**config.mk**
```make
export PLATFORM = sky130hd
export DESIGN_NAME = out_mem_drain
export DESIGN_NICKNAME = d
export VERILOG_FILES = /design/src/rtl/out_mem_pkg.sv /design/src/rtl/out_drain_fifo.sv /design/src/rtl/out_mem_drain.sv
export SDC_FILE = /design/constraint.sdc
export NUM_CORES = 1
export LEC_CHECK = 0
export CORE_MARGIN = 3
export CORE_UTILIZATION = 32
export DETAILED_ROUTE_END_ITERATION = 8
export GPL_TIMING_DRIVEN = 0
export PLACE_DENSITY = 0.6
export SKIP_LAST_GASP = 1
export SLEW_MARGIN = 0
export SYNTH_ARGS = -nofsm -noshare
export SYNTH_HDL_FRONTEND = slang
export SYNTH_SLANG_ARGS = --single-unit
```
**constraint.sdc**
```tcl
create_clock -name CLK -period 7.65 [get_ports CLK]
set_input_delay 1.9125 -clock CLK [delete_from_list [all_inputs] [get_ports CLK]]
set_output_delay 1.9125 -clock CLK [all_outputs]
set_load 0.01 [all_outputs]
```
**src/rtl/out_mem_pkg.sv**
```systemverilog
// ============================================================================
// Module   : out_mem_pkg
// Purpose  : Shared constants, FSM encoding and helpers for the OUT_MEM drain.
//            State CLEAR exists only when OUT_MEM_DRAIN_CLEAR_EN is defined.
// Revision : 1.0  initial release
// ============================================================================
`default_nettype none

package out_mem_pkg;

    localparam int AW    = 4;
    localparam int ENTRY = 16;
    localparam int DW    = 64;
    localparam int CW    = AW + 1;

    typedef enum logic [2:0] {
        ST_IDLE  = 3'd0,
        ST_READ  = 3'd1,
        ST_FLUSH = 3'd2,
`ifdef OUT_MEM_DRAIN_CLEAR_EN
        ST_CLEAR = 3'd3,
`endif
        ST_FIN   = 3'd4
    } state_e;

    // Requests larger than the memory depth drain the whole memory.
    function automatic logic [CW-1:0] sat_rows(input logic [CW-1:0] n);
        return (n > CW'(ENTRY)) ? CW'(ENTRY) : n;
    endfunction

endpackage

`default_nettype wire

```
**src/rtl/out_drain_fifo.sv**
```systemverilog
// ============================================================================
// Module   : out_drain_fifo
// Purpose  : Two-entry synchronous FIFO holding read rows plus their last flag.
// Revision : 1.0  initial release
// ============================================================================
`default_nettype none

module out_drain_fifo
    import out_mem_pkg::*;
#(
    parameter int WIDTH = DW + 1
) (
    input  logic             clk_i,
    input  logic             rst_i,
    input  logic             push_i,
    input  logic [WIDTH-1:0] data_i,
    input  logic             pop_i,
    output logic [WIDTH-1:0] data_o,
    output logic [1:0]       count_o,
    output logic             empty_o,
    output logic             full_o
);

    logic [WIDTH-1:0] mem_q [2];
    logic             wr_idx_q;
    logic             rd_idx_q;
    logic [1:0]       count_q;
    logic             do_push;
    logic             do_pop;

    assign empty_o = (count_q == 2'd0);
    assign full_o  = (count_q == 2'd2);
    assign count_o = count_q;
    assign data_o  = mem_q[rd_idx_q];

    assign do_pop  = pop_i & ~empty_o;
    // When full, the slot being written is the one leaving this cycle.
    assign do_push = push_i & (~full_o | do_pop);

    always_ff @(posedge clk_i or posedge rst_i) begin
        if (rst_i) begin
            mem_q[0] <= '0;
            mem_q[1] <= '0;
            wr_idx_q <= 1'b0;
            rd_idx_q <= 1'b0;
            count_q  <= 2'd0;
        end else begin
            if (do_push) begin
                mem_q[wr_idx_q] <= data_i;
                wr_idx_q        <= ~wr_idx_q;
            end
            if (do_pop) begin
                rd_idx_q <= ~rd_idx_q;
            end
            case ({do_push, do_pop})
                2'b10:   count_q <= count_q + 2'd1;
                2'b01:   count_q <= count_q - 2'd1;
                default: count_q <= count_q;
            endcase
        end
    end

endmodule

`default_nettype wire

```
**src/rtl/out_mem_drain.sv**
```systemverilog
// ============================================================================
// Module   : out_mem_drain
// Purpose  : Reads rows 0..NUM_ROWS-1 of OUT_MEM and streams them on a
//            valid/ready port. Define OUT_MEM_DRAIN_CLEAR_EN to zero the
//            whole memory after each completed drain.
// Revision : 1.0  initial release
// ============================================================================
`default_nettype none

module out_mem_drain
    import out_mem_pkg::*;
(
    input  logic          CLK,
    input  logic          RST,
    input  logic          START,
    input  logic [CW-1:0] NUM_ROWS,
    output logic          BUSY,
    output logic          DONE,
    output logic          EN_O,
    output logic          RW_O,
    output logic [AW-1:0] ADDR_O,
    output logic [DW-1:0] WDATA_O,
    input  logic [DW-1:0] RDATA_O,
    output logic          OUT_VALID,
    input  logic          OUT_READY,
    output logic [DW-1:0] OUT_DATA,
    output logic          OUT_LAST
);

    state_e        state_q;
    logic [AW-1:0] rd_ptr_q;
    logic [AW-1:0] last_row_q;
    logic          busy_q;
    logic          done_q;
    logic          inflight_q;
    logic          last_inflight_q;

    logic [1:0]    fifo_count;
    logic          fifo_empty;
    logic          fifo_full;
    logic [DW:0]   fifo_head;
    logic          fifo_push;
    logic          pop;
    logic [2:0]    credit;
    logic          issue;
    logic          issue_last;
    logic [CW-1:0] rows_sat;

    assign rows_sat = sat_rows(NUM_ROWS);

    assign pop = OUT_VALID & OUT_READY;
    // Rows held or in flight, minus the word leaving now; crediting the pop
    // lets a 2-deep buffer sustain one row per cycle without overflowing.
    assign credit     = 3'(fifo_count) + 3'(inflight_q) - 3'(pop);
    assign issue      = (state_q == ST_READ) && (credit < 3'd2);
    assign issue_last = issue && (rd_ptr_q == last_row_q);

    assign fifo_push  = inflight_q & ~fifo_full;

    out_drain_fifo #(
        .WIDTH (DW + 1)
    ) u_fifo (
        .clk_i   (CLK),
        .rst_i   (RST),
        .push_i  (fifo_push),
        .data_i  ({last_inflight_q, RDATA_O}),
        .pop_i   (pop),
        .data_o  (fifo_head),
        .count_o (fifo_count),
        .empty_o (fifo_empty),
        .full_o  (fifo_full)
    );

    assign OUT_VALID = ~fifo_empty;
    assign OUT_DATA  = fifo_head[DW-1:0];
    assign OUT_LAST  = fifo_head[DW];
    assign BUSY      = busy_q;
    assign DONE      = done_q;
    assign WDATA_O   = '0;

`ifdef OUT_MEM_DRAIN_CLEAR_EN
    logic [AW-1:0] clr_ptr_q;

    assign RW_O   = (state_q == ST_CLEAR);
    assign EN_O   = issue | RW_O;
    assign ADDR_O = RW_O ? clr_ptr_q : (issue ? rd_ptr_q : '0);
`else
    assign RW_O   = 1'b0;
    assign EN_O   = issue;
    assign ADDR_O = issue ? rd_ptr_q : '0;
`endif

    always_ff @(posedge CLK or posedge RST) begin
        if (RST) begin
            state_q         <= ST_IDLE;
            rd_ptr_q        <= '0;
            last_row_q      <= '0;
            busy_q          <= 1'b0;
            done_q          <= 1'b0;
            inflight_q      <= 1'b0;
            last_inflight_q <= 1'b0;
`ifdef OUT_MEM_DRAIN_CLEAR_EN
            clr_ptr_q       <= '0;
`endif
        end else begin
            inflight_q      <= issue;
            last_inflight_q <= issue_last;
            done_q          <= 1'b0;
            case (state_q)
                ST_IDLE: begin
                    if (START) begin
                        if (NUM_ROWS == '0) begin
                            state_q <= ST_FIN;
                            done_q  <= 1'b1;
                        end else begin
                            last_row_q <= AW'(rows_sat - CW'(1));
                            rd_ptr_q   <= '0;
                            busy_q     <= 1'b1;
                            state_q    <= ST_READ;
                        end
                    end
                end
                ST_READ: begin
                    if (issue) begin
                        rd_ptr_q <= rd_ptr_q + AW'(1);
                        if (issue_last) begin
                            state_q <= ST_FLUSH;
                        end
                    end
                end
                ST_FLUSH: begin
                    if (pop && OUT_LAST) begin
`ifdef OUT_MEM_DRAIN_CLEAR_EN
                        state_q   <= ST_CLEAR;
                        clr_ptr_q <= '0;
`else
                        state_q   <= ST_FIN;
                        busy_q    <= 1'b0;
                        done_q    <= 1'b1;
`endif
                    end
                end
`ifdef OUT_MEM_DRAIN_CLEAR_EN
                ST_CLEAR: begin
                    clr_ptr_q <= clr_ptr_q + AW'(1);
                    if (clr_ptr_q == AW'(ENTRY - 1)) begin
                        state_q <= ST_FIN;
                        busy_q  <= 1'b0;
                        done_q  <= 1'b1;
                    end
                end
`endif
                ST_FIN: begin
                    state_q <= ST_IDLE;
                end
                default: begin
                    state_q <= ST_IDLE;
                end
            endcase
        end
    end

endmodule

`default_nettype wire

```
== Yosys cells after proc, flatten, opt, wreduce, memory -nomap -nowiden ==
Index checks and enable logic that the tools add are counted.

* Register bits: 149
* Input port bits: 73
* Logic and storage cells: 87

* Add/sub/neg operators: 6
* Order comparisons: 5
* Eq/ne operators: 11
* Mux-type cells: 27
* Bitwise logic cells: 12
* Reduce and logical (&&, ||, !) cells: 14

{| class="wikitable"
|+ Operator list
! kind !! count
|-
| $mux 65 || 4
|-
| $bwmux 130 || 1
|-
| $demux 65 s1 || 1
|-
| $mux 4 || 5
|-
| $mux 3 || 5
|-
| $reduce_and 4->1 || 3
|-
| $ne 2x2->1 const B || 5
|-
| $pmux 3 s3 || 1
|-
| $pmux 4 s2 || 1
|-
| $mux 1 || 6
|-
| $reduce_bool 2->1 || 3
|-
| $gt 5x5->1 const B || 1
|-
| $logic_not 5->1 || 1
|-
| $not 1->1 || 5
|-
| $add 4x1->4 const B || 1
|-
| $and 1x1->1 || 4
|-
| $eq 2x2->1 const B || 2
|-
| $eq 4x4->1 || 1
|-
| $ge 2x2->1 const B || 2
|-
| $logic_and 1x1->1 || 4
|-
| $not 1->2 || 2
|-
| $pmux 1 s2 || 2
|-
| $pmux 2 s2 || 1
|-
| $sub 4x1->4 const B || 1
|-
| other kinds (13) || 13
|}

== Depth between registers and ports, before layout ==
* Depth after elaboration: 10
* Depth in mapped cells: 10
* Mapped depth without buffers: 9

== Cells and area by module ==
A second synthesis with hierarchy kept.

* Cell total of the unflattened synthesis: 515
* Area total of the unflattened synthesis: 7568.5 µm²

{| class="wikitable"
|+ Modules (own cells, without submodules)
! module !! times used !! cells an instance !! area an instance (µm²)
|-
| out_drain_fifo || 1 || 366 || 6219.7
|-
| out_mem_drain || 1 || 149 || 1348.8
|}

== Least setup slack after synthesis ==
No wires, ideal clock.

* Path type: input-to-output
* Start: in OUT_READY
* End: out ADDR_O[0]
* Data arrival time: 3.557 ns
* Data required time: 5.738 ns
* Setup slack: 2.180 ns
* Stages on the path: 8
* Buffers on the path: 0
* Cells stage by stage: o21a_1 > ha_1 > nand2b_1 > fa_1 > xnor2_1 > nand3_1 > inv_1 > and2_1

* Longest elaborated chain between the ends: 5

{| class="wikitable"
|+ Ends and longest elaborated chain
! item !! RTL line !! source
|-
| from (decl) || out_mem_drain.sv:25 || <nowiki>input logic OUT_READY,</nowiki>
|-
| $and 1x1->1 || out_mem_drain.sv:51 || <nowiki>assign pop = OUT_VALID & OUT_READY;</nowiki>
|-
| $sub 3x1->3 || out_mem_drain.sv:54 || <nowiki>assign credit = 3'(fifo_count) + 3'(inflight_q) - 3'(pop);</nowiki>
|-
| $lt 3x2->1 || out_mem_drain.sv:55 || <nowiki>assign issue = (state_q == ST_READ) && (credit < 3'd2);</nowiki>
|-
| $logic_and 1x1->1 || out_mem_drain.sv:55 ||
|-
| net EN_O || out_mem_drain.sv:19 || <nowiki>output logic EN_O,</nowiki>
|-
| $mux 4 || out_mem_drain.sv:90 || <nowiki>assign ADDR_O = issue ? rd_ptr_q : '0;</nowiki>
|-
| to (decl) || out_mem_drain.sv:21 || <nowiki>output logic [AW-1:0] ADDR_O,</nowiki>
|}

The timed path passes the listed nets, and every way through them passes these cells.

== Worst setup path in the final report ==
* Start: in OUT_READY
* End: out ADDR_O[0]

* Longest elaborated chain between the ends: 5

{| class="wikitable"
|+ Ends and longest elaborated chain
! item !! RTL line
|-
| $and 1x1->1 || out_mem_drain.sv:51
|-
| $sub 3x1->3 || out_mem_drain.sv:54
|-
| $lt 3x2->1 || out_mem_drain.sv:55
|-
| $logic_and 1x1->1 || out_mem_drain.sv:55
|-
| $mux 4 || out_mem_drain.sv:90
|}

Every way passes these cells.

==> metrics.md <==
| Metric | Value |
|---|---|
| Power Density | about 430 nW/um^2 |
| Hold endpoint | u_fifo.mem_q[15]$_DFFE_PP0P_ |
| Yosys top cell by area | dfrtp_1 |
| Row Count | 54 |
| Antenna cells | 0 |
| Worst-path clk slew | roughly 0.060 ns |
| RSZ-0062 raised after global routing | false |
| Total global-route track usage | 0.140 |
| HPWL after DPL | 12400 um |
| Share of power burned in registers | 0.323 |
| Async S/R FF share, synth | 1.00 |
| Max Transition Viols Final | 0 |
| Die X-Extent | approximately 160 um |
| Mapped Area | about 7300 sq um |
| Clock buffer depth | 2 |
| Syn avg cell area | between 10 and 15 sq um |
| Synth area leaders | dfrtp_1 (51%), mux2_2 (24%), mux2_4 (8.1%) |
| Least-Margin Pin Slew | a little over 0.7 ns |
| TNS Setup | 0 ns |
| Seq/Total Area, Yosys | 0.513 |
| Ports | approximately 210 |
| Grt total ovfl | 0 |
| Outcome | completed |
| Critical path startpoint category | primary input |
| Combinational power share | 0.483 |
| Antenna violations before repair | 1 |
| Most used flip-flop cell after synthesis | dfrtp_1 |
| Port Buffers | between 100 and 150 |
| Worst Skew | approximately 0.0074 ns |
| Register Area | about 3700 sq um |
| Switching Fraction | 0.311 |
| WHS Path Cells | 1 |
| CP Capture Type | primary output |
| Peak VDD IR | between 0.0002 and 0.00025 V |
| FF-to-FF End | rd_ptr_q[0]$_DFFE_PP0P_ |
| Clk network pwr share | 0.194 |
| Via count | between 4000 and 5000 |
| WP data arrival | about 4.7 ns |
| Highest Clock Rate | between 150 and 200 MHz |
| Vias in the first global route | ~5000 |
| CTS tree | done |
| Filler cell count | 1969 |
| Multi-input logic area | 3100 sq um |
| Post-CTS Setup Inserts | 0 |
| Worst Hold Launch | u_fifo.mem_q[15]$_DFFE_PP0P_ |
| Fin crit period | 6.58 ns |
| Data required time of the worst path | ~5.7 ns |
| R2r worst-path depth | 10 |
| Maxcap violations | 0 |
| Distinct cells, synth | 37 |
| Reg2Reg Setup Slack | between 4 and 5 ns |
| Core area | between 20000 and 25000 sq um |
| Int Pwr | just under 3000 uW |
| Share of cells above drive strength 1 | 0.427 |
| Slew margin rel. | 0.517 |
| Top cell type's share of synthesized area | 0.513 |
| Yosys warning total | 0 |
| # DRC | 0 |
| Final net count | slightly above 800 |
| Final WL | 16900 um |
| Worst skew pair latency | 0.41 ns |
| Routed Antenna Nets | 0 |
| Initial DRC count | ~180 |
| Layout area overhead | 36.6% |
| Final setup vio count | 0 |
| Non-filler cells, final | approximately 1000 |
| Critical path class | primary input to primary output |
| H-Tree Depth | 4 |
| Root Buffer | clkbuf_16 |
| EDFF count, synth | 0 |
| Largest net degree at the start of global routing | 98 |
| # hold bufs at CTS | 0 |
| Clock Sinks | 149 |
| Final GP Congestion | about 0.73 |
| Static Leak | approximately 0.0045 uW |
| Synth Register Bits | approximately 150 |
| Most common cell after layout, fill and taps aside | mux2_2 |
| Die area | between 20000 and 25000 sq um |
| Net Switching | approximately 1300 uW |
| Final period utilization | 0.860 |
| # resized after CTS | 0 |
| Post-Layout Inst Area | between 9000 and 10000 sq um |
| Die Ht | about 160 um |
| Commonest non-fill, non-tap cells in the layout | mux2_2 (157), dfrtp_1 (149), clkdlybuf4s50_1 (145) |
| Post-Syn Instances | between 500 and 600 |
| Vias per cell | approximately 4.3 |
| Cts bufs inserted | 17 |
| Starting density of the core | 0.329 |
| Final hold vios | 0 |
| DR pass1 iterations | 4 |
| Crit path max fanout | 9 |
| Min-Delay Path Class | flop to flop |
| Dpl cell area | 9340 sq um |
| Reg-to-Reg Start | u_fifo.count_o[0]$_DFFE_PP0P_ |
| First-pass GRT wire length | between 20000 and 30000 um |
| Wirelength per Cell | 16.4 um |
| Cells after DPL | 1000 |
| Core Util, Final | 0.449 |
-- area by class of cell --
class | count | share of cell area
flip-flops and latches | 149 | 0.376
multi-input cells | 332 | 0.312
repair buffers | 146 | 0.149
plain buffers | 88 | 0.0661
clock buffers | 18 | 0.0433
well taps | 280 | 0.0353
clock inverters | 14 | 0.0154
inverters | 5 | 0.00240
-- worst max-delay path by stage --
stage                   start                           end
detailed placement  OUT_READY                     ADDR_O[3]
CTS                 OUT_READY                     ADDR_O[3]
global route        OUT_READY                     ADDR_O[3]
finish              OUT_READY                     ADDR_O[0]
global placement          RST  u_fifo.mem_q[89]$_DFFE_PP0P_
floorplan                 RST              BUSY$_DFFE_PP0P_
-- power by group through the flow --
stage	combinational, uW	clock (uW)	sequential (uW)
2_1_floorplan	1280	0	1320
3_3_place_gp	2050	0	1360
3_5_place_dp	2080	0	1390
4_1_cts	2100	859	1370
5_1_grt	2220	893	1420
6_report	2060	828	1370
-- per-layer routing --
| metal | track usage | part of all wire |
|---|---|---|
| met1 | 0.171 | 0.42 |
| met4 | 0.0313 | 0.0044 |
| met5 | 0 | 0.00053 |
| met2 | 0.245 | 0.52 |
| met3 | 0.0431 | 0.055 |
-- cells in the mapped netlist (2+ instances only) --
library cell,count
a21oi_1,3
a31oi_1,2
and2_1,5
buf_2,8
buf_4,72
buf_6,6
clkbuf_1,2
dfrtp_1,149
ha_1,4
inv_1,4
mux2_2,157
mux2_4,39
nand2_1,7
nand2b_1,3
nand3_1,2
nand4_1,3
nor2_1,10
nor3_1,3
o21a_1,2
xnor2_1,9
xor2_1,4
-- worst max-delay path, cell delays in order --
cell and delay [ns]:
clkdlybuf4s50_1 0.48, o21a_1 0.12, ha_1 0.21, nand2b_1 0.15
fa_1 0.37, xnor2_1 0.30, nand3_1 0.17, inv_1 0.24
and2_1 0.17, clkdlybuf4s50_1 0.54
-- registers in the layout (all words and copies together) (netlist names) --
register,cells
u_fifo.mem_q,130
last_row_q,4
rd_ptr_q,4
state_q,3
u_fifo.count_o,2
BUSY,1
DONE,1
inflight_q,1
last_inflight_q,1
u_fifo.rd_idx_q,1
u_fifo.wr_idx_q,1
-- through the flow --
step	worst slack, ns	hold slack [ns]	total power [uW]
final	1.07	0.499	4260
after floorplan	1.73	0.467	2600
after global routing	0.847	0.512	4540
after detailed placement	1.08	0.487	3470
after CTS	1.05	0.501	4330
after global placement	-0.244	0.481	3410
-- logic make-up after synthesis --
family,share of synthesized area
compound gates,0.0150
xor+xnor,0.0157
fa+ha+maj,0.00965
buf+inv,0.0929
flops,0.513
mux,0.324
other cells,0.000516
simple gates,0.0288
Note: power is estimated with default switching activity, not from simulation.
